`config.mk`:
```
export PLATFORM = sky130hd
export DESIGN_NAME = fm_ram
export DESIGN_NICKNAME = d
export VERILOG_FILES = /design/src/rtl/fm_ram_pkg.sv /design/src/rtl/fm_ram_array.sv /design/src/rtl/fm_ram.sv
export SDC_FILE = /design/constraint.sdc
export NUM_CORES = 2
export LEC_CHECK = 0
export BUFFER_PORTS_ARGS = -buffer_cell sky130_fd_sc_hd__buf_2
export CORE_MARGIN = 10
export CORE_UTILIZATION = 40
export CTS_CLUSTER_DIAMETER = 60
export DETAILED_ROUTE_END_ITERATION = 8
export GPL_TIMING_DRIVEN = 1
export HOLD_SLACK_MARGIN = 0.12
export SLEW_MARGIN = 5
export SYNTH_ARGS = -nofsm -noshare
export SYNTH_HDL_FRONTEND = slang
export SYNTH_HIERARCHICAL = 1
export SYNTH_SLANG_ARGS = --single-unit
```
`constraint.sdc`:
```
create_clock -name in_clk -period 5.15 [get_ports in_clk]
set_input_delay 0.2575 -clock in_clk [delete_from_list [all_inputs] [get_ports in_clk]]
set_output_delay 0.2575 -clock in_clk [all_outputs]
set_load 0.05 [all_outputs]
```
`src/rtl/fm_ram_pkg.sv`:
```
// rtl/fm_ram_pkg.sv - shared defaults and word type for the feature-map RAM
package fm_ram_pkg;

  localparam int FM_RAM_ENTRIES_DEF   = 128;
  localparam int FM_RAM_DATA_BITS_DEF = 8;

  typedef logic [FM_RAM_DATA_BITS_DEF-1:0] fm_word_t;

endpackage

```
`src/rtl/fm_ram_array.sv`:
```
// rtl/fm_ram_array.sv - flop storage with whole-array sync clear and raw read mux
module fm_ram_array
  import fm_ram_pkg::*;
#(
  parameter int ENTRIES   = FM_RAM_ENTRIES_DEF,
  parameter int DATA_BITS = FM_RAM_DATA_BITS_DEF,
  parameter int ADDR_BITS = $clog2(ENTRIES)
) (
  input  logic                 clk,
  input  logic                 rst_n,
  input  logic                 we,
  input  logic [ADDR_BITS-1:0] addr,
  input  logic [DATA_BITS-1:0] wdata,
  output logic [DATA_BITS-1:0] rdata
);

  // Flops rather than block RAM: every entry must clear on one reset edge.
  logic [DATA_BITS-1:0] mem [ENTRIES];

  // Clear all entries while in reset, otherwise apply the (range-qualified) write.
  always_ff @(posedge clk) begin
    if (!rst_n) begin
      for (int i = 0; i < ENTRIES; i++) begin
        mem[i] <= '0;
      end
    end else if (we) begin
      mem[addr] <= wdata;
    end
  end

  // Raw read value; the caller masks addresses beyond ENTRIES.
  assign rdata = mem[addr];

endmodule

```
`src/rtl/fm_ram.sv`:
```
// rtl/fm_ram.sv - single-port feature-map RAM, 1-cycle registered read (macro FM_RAM_BYPASS_EN selects write-first)
module fm_ram
  import fm_ram_pkg::*;
#(
  parameter int ENTRIES   = FM_RAM_ENTRIES_DEF,
  parameter int DATA_BITS = FM_RAM_DATA_BITS_DEF
) (
  input  logic                         in_clk,
  input  logic                         in_rst_n,
  input  logic [$clog2(ENTRIES)-1:0]   in_addr,
  input  logic                         in_we,
  input  logic [DATA_BITS-1:0]         in_wdata,
  output logic [DATA_BITS-1:0]         out_rdata
);

  localparam int ADDR_BITS = $clog2(ENTRIES);

  logic                 in_range;
  logic                 wr_en;
  logic [DATA_BITS-1:0] raw_rdata;

  // Non-power-of-two sizes leave address codes with no backing entry.
  assign in_range = (int'(in_addr) < ENTRIES);
  assign wr_en    = in_we && in_range;

  fm_ram_array #(
    .ENTRIES   (ENTRIES),
    .DATA_BITS (DATA_BITS),
    .ADDR_BITS (ADDR_BITS)
  ) u_array (
    .clk   (in_clk),
    .rst_n (in_rst_n),
    .we    (wr_en),
    .addr  (in_addr),
    .wdata (in_wdata),
    .rdata (raw_rdata)
  );

  // Registered read: zero in reset or out of range, otherwise old (or bypassed) contents.
  always_ff @(posedge in_clk) begin
    if (!in_rst_n) begin
      out_rdata <= '0;
    end else if (!in_range) begin
      out_rdata <= '0;
`ifdef FM_RAM_BYPASS_EN
    end else if (in_we) begin
      out_rdata <= in_wdata;
`endif
    end else begin
      out_rdata <= raw_rdata;
    end
  end

endmodule

```
==> results.py <==
metrics = {
    "synth": {
        "synthCells": 3808,
        "yosys.cell_count.top_type": "and2_1",
        "synth-async-reset-ratio_pct": 0,
        "synth_ff_type": "edfxtp_1",
        "synth_common_cells": "and2_1 (1039), edfxtp_1 (1024), clkbuf_1 (221), o21ai_0 (169), nor2_1 (168)",
        "ys_ff_latch": 1032,
        "netlist_area_um2": 48530,
        "synth_top_area_share_pct": 63.36,
        "synth.distinct_cells": 78,
        "synth_fp_nets": 3826,
        "synth_area_leaders": "edfxtp_1 (63%), and2_1 (13%), a221oi_1 (1.9%), mux2i_1 (1.8%), o21ai_0 (1.7%)",
        "avgSynthCellArea_um2": 12.74,
        "yosysWarnings": 6,
        "synth_enable_flop_cells": 1024,
        "yosys.area.top_type": "edfxtp_1",
        "seq_area_frac_synth_pct": 63.69,
    },
    "clock_network": {
        "cts_max_path_buffers": 3,
        "cts-root-buf": "clkbuf_16",
        "tritoncts": "built",
        "path_clk_slew_ns": 0.06,
        "cts_made_buffers": 113,
        "holdBufCountCts": 2,
        "clk_latency_ns": 0.71,
        "cts_resized": 0,
        "post_cts_buffers": 0,
        "clock_sinks": 1032,
        "htree_levels": 3,
    },
    "floorplanning": {
        "dieArea_um2": 135700,
        "row_count": 127,
        "die_h_um": 368.3,
        "pin_count": 26,
        "coreArea_um2": 120100,
        "start_util_pct": 40.40,
        "die_width_um": 368.3,
    },
    "final_layout": {
        "area_delta_synth_final_pct": 12.31,
        "drive_gt1_share_pct": 12.73,
        "final_core_util_pct": 45.37,
        "nNetsFinal": 3816,
        "design_area_um2": 54510,
    },
    "worst_setup_path": {
        "cp-end-kind": "flip-flop",
        "critPathArrivalTime_ns": 4.00,
        "crit_chain": "buf_6, clkinv_2, buf_4, a221o_1, a22oi_1, o22ai_1, nor4_1, o32ai_1, and2_1",
        "critPathSlowestCell": "nor4_1",
        "cpPeakStageDelay_ns": 0.78,
        "critPathKind": "input port to flip-flop",
        "start_kind": "input port",
        "cp_max_fo": 45,
        "r2r_cells": 7,
        "worstPathRequired_ns": 5.75,
    },
    "routing": {
        "dr_wl_met3_um": 18000,
        "ant_nets": 0,
        "wl_per_cell_um": 30.34,
        "drt_iter0_markers": 4801,
        "top_layer_used": "met5",
        "dr_wl_met2_um": 74090,
        "via_count": 33370,
        "first_pass_iters": 9,
        "detail_route.vias_per_cell": 6.063,
        "drt-met1-wl_um": 65690,
        "drt_wl_total_um": 167000,
        "drc": 0,
    },
    "timing": {
        "slew_violations": 0,
        "fmax_mhz": 294.0,
        "min_period_over_period_pct": 66.05,
        "slew_headroom_pct": 9.572,
        "min_period_ns": 3.402,
        "hold_viol": 0,
        "rsz0062_at_grt": "no",
        "finalSetupTns_ns": 0,
        "tightest_slew_ns": 1.342,
        "skew_ns": 0.02118,
        "setup_violations": 0,
    },
    "grt": {
        "grt_pass1_wl_um": 238300,
        "track_usage_pct": 23.87,
        "grt_pass1_vias": 32430,
        "antenna_found_initial": 15,
        "grt_max_degree": 86,
        "overflow": 0,
    },
    "run": {
        "maxCapViolCount": 0,
    },
    "power": {
        "power.leakage_nw": 18.77,
        "powerDensity_nw_per_um2": 354.8,
        "ir_drop_mv": 0.3256,
        "p_total_mw": 19.34,
    },
    "run_status": {
        "outcome": "completed",
    },
    "placement": {
        "place.detailed.hpwl_um": 105700,
        "gp_congestion": 0.9559,
        "dpl_cell_area_um2": 50960,
        "io_buffer_count": 25,
    },
    "min_path": {
        "min_path_cells": 2,
        "min_path_type": "input port to flip-flop",
    },
}
-- per-stage QoR --
step           std cells  hold WS, ns  setup WS, ns
6_report            5504       0.1934         1.748
5_1_grt             5500       0.1868         1.880
4_1_cts             5500       0.1732         2.002
3_5_place_dp        5293       0.8017         1.254
3_3_place_gp        5293       0.8242         1.307
2_1_floorplan       3808       0.3792         2.539
-- critical path: cells and delay by family --
family | cells | cell delay (ns)
compound gates | 4 | 1.02
buf+inv | 3 | 1.57
simple gates | 2 | 0.98
-- path summary, 6_finish.rpt --
| path | end | slack, ns | startpoint |
|---|---|---|---|
| worst min register to register | out_rdata[6] | 0.91 | u_array/mem[110][6] |
| worst max-delay path | out_rdata[1] | 1.75 | in_addr[0] |
| worst min-delay path | u_array/mem[50][0] | 0.19 | in_wdata[0] |
| worst max register to register | out_rdata[6] | 2.31 | u_array/mem[5][6] |
-- routing by layer --
layer / GRT usage (%) / vias up
li1: - / 14190
met1: 31.85 / 16670
met2: 36.57 / 2066
met3: 5.684 / 439
met4: 11.11 / 14
met5: 0 / -
-- layout make-up --
type	count	area [um^2]
antenna	4	10.01
clock buffer	147	3018
multi-input combinational	2415	16200
inverter	9	37.54
clock inverter	58	503.0
tap	1612	2017
sequential	1032	30910
timing repair buffer	227	1808
fill	10790	65620
-- sequential cells by signal, indices dropped and copies added, names as in the netlist --
register / cells
out_rdata: 8
u_array/mem: 1024
-- layout by cell type, fill, tap and decap left out, types with 9 or more instances in the layout --
cell and count:
a22oi_1 105, or3_1 18, nor2b_1 9, o221ai_1 16, clkbuf_1 30, clkinv_1 24
a21bo_2 19, edfxtp_1 1024, buf_4 200, buf_2 13, clkbuf_16 115, o31ai_1 9
clkinv_2 17, a22o_1 48, buf_12 9, o2111ai_1 9, o22ai_1 40, and2_1 1038
nand2b_1 10, nor2_1 165, a222oi_1 26, mux4_2 13, a21oi_1 101, o211ai_1 17
nand2_1 81, mux2i_1 85, a221o_1 23, o22a_1 15, nor3_1 16, o21ai_0 168
a211oi_1 20, a31oi_1 17, a221oi_1 106, nand3_1 26, mux2_2 55, nand4_1 9
-- where the power goes --
group | total [mW] | internal (mW) | switching [mW]
clock | 7.83 | 4.46 | 3.36
combinational | 1.69 | 0.467 | 1.22
sequential | 9.82 | 9.65 | 0.174
total | 19.3 | 14.6 | 4.76
-- cell families (layout without fill, tap and decap cells) --
family | Yosys count | after routing | share of synthesized area, %
AOI/OAI and AO/OA | 821 | 821 | 12.22
muxes | 153 | 153 | 3.632
DFF | 1032 | 1032 | 63.69
other | 0 | 4 | 0
buffers and inverters | 361 | 441 | 3.112
and+or+nand+nor | 1441 | 1441 | 17.35
(Power assumes the default switching activity.)
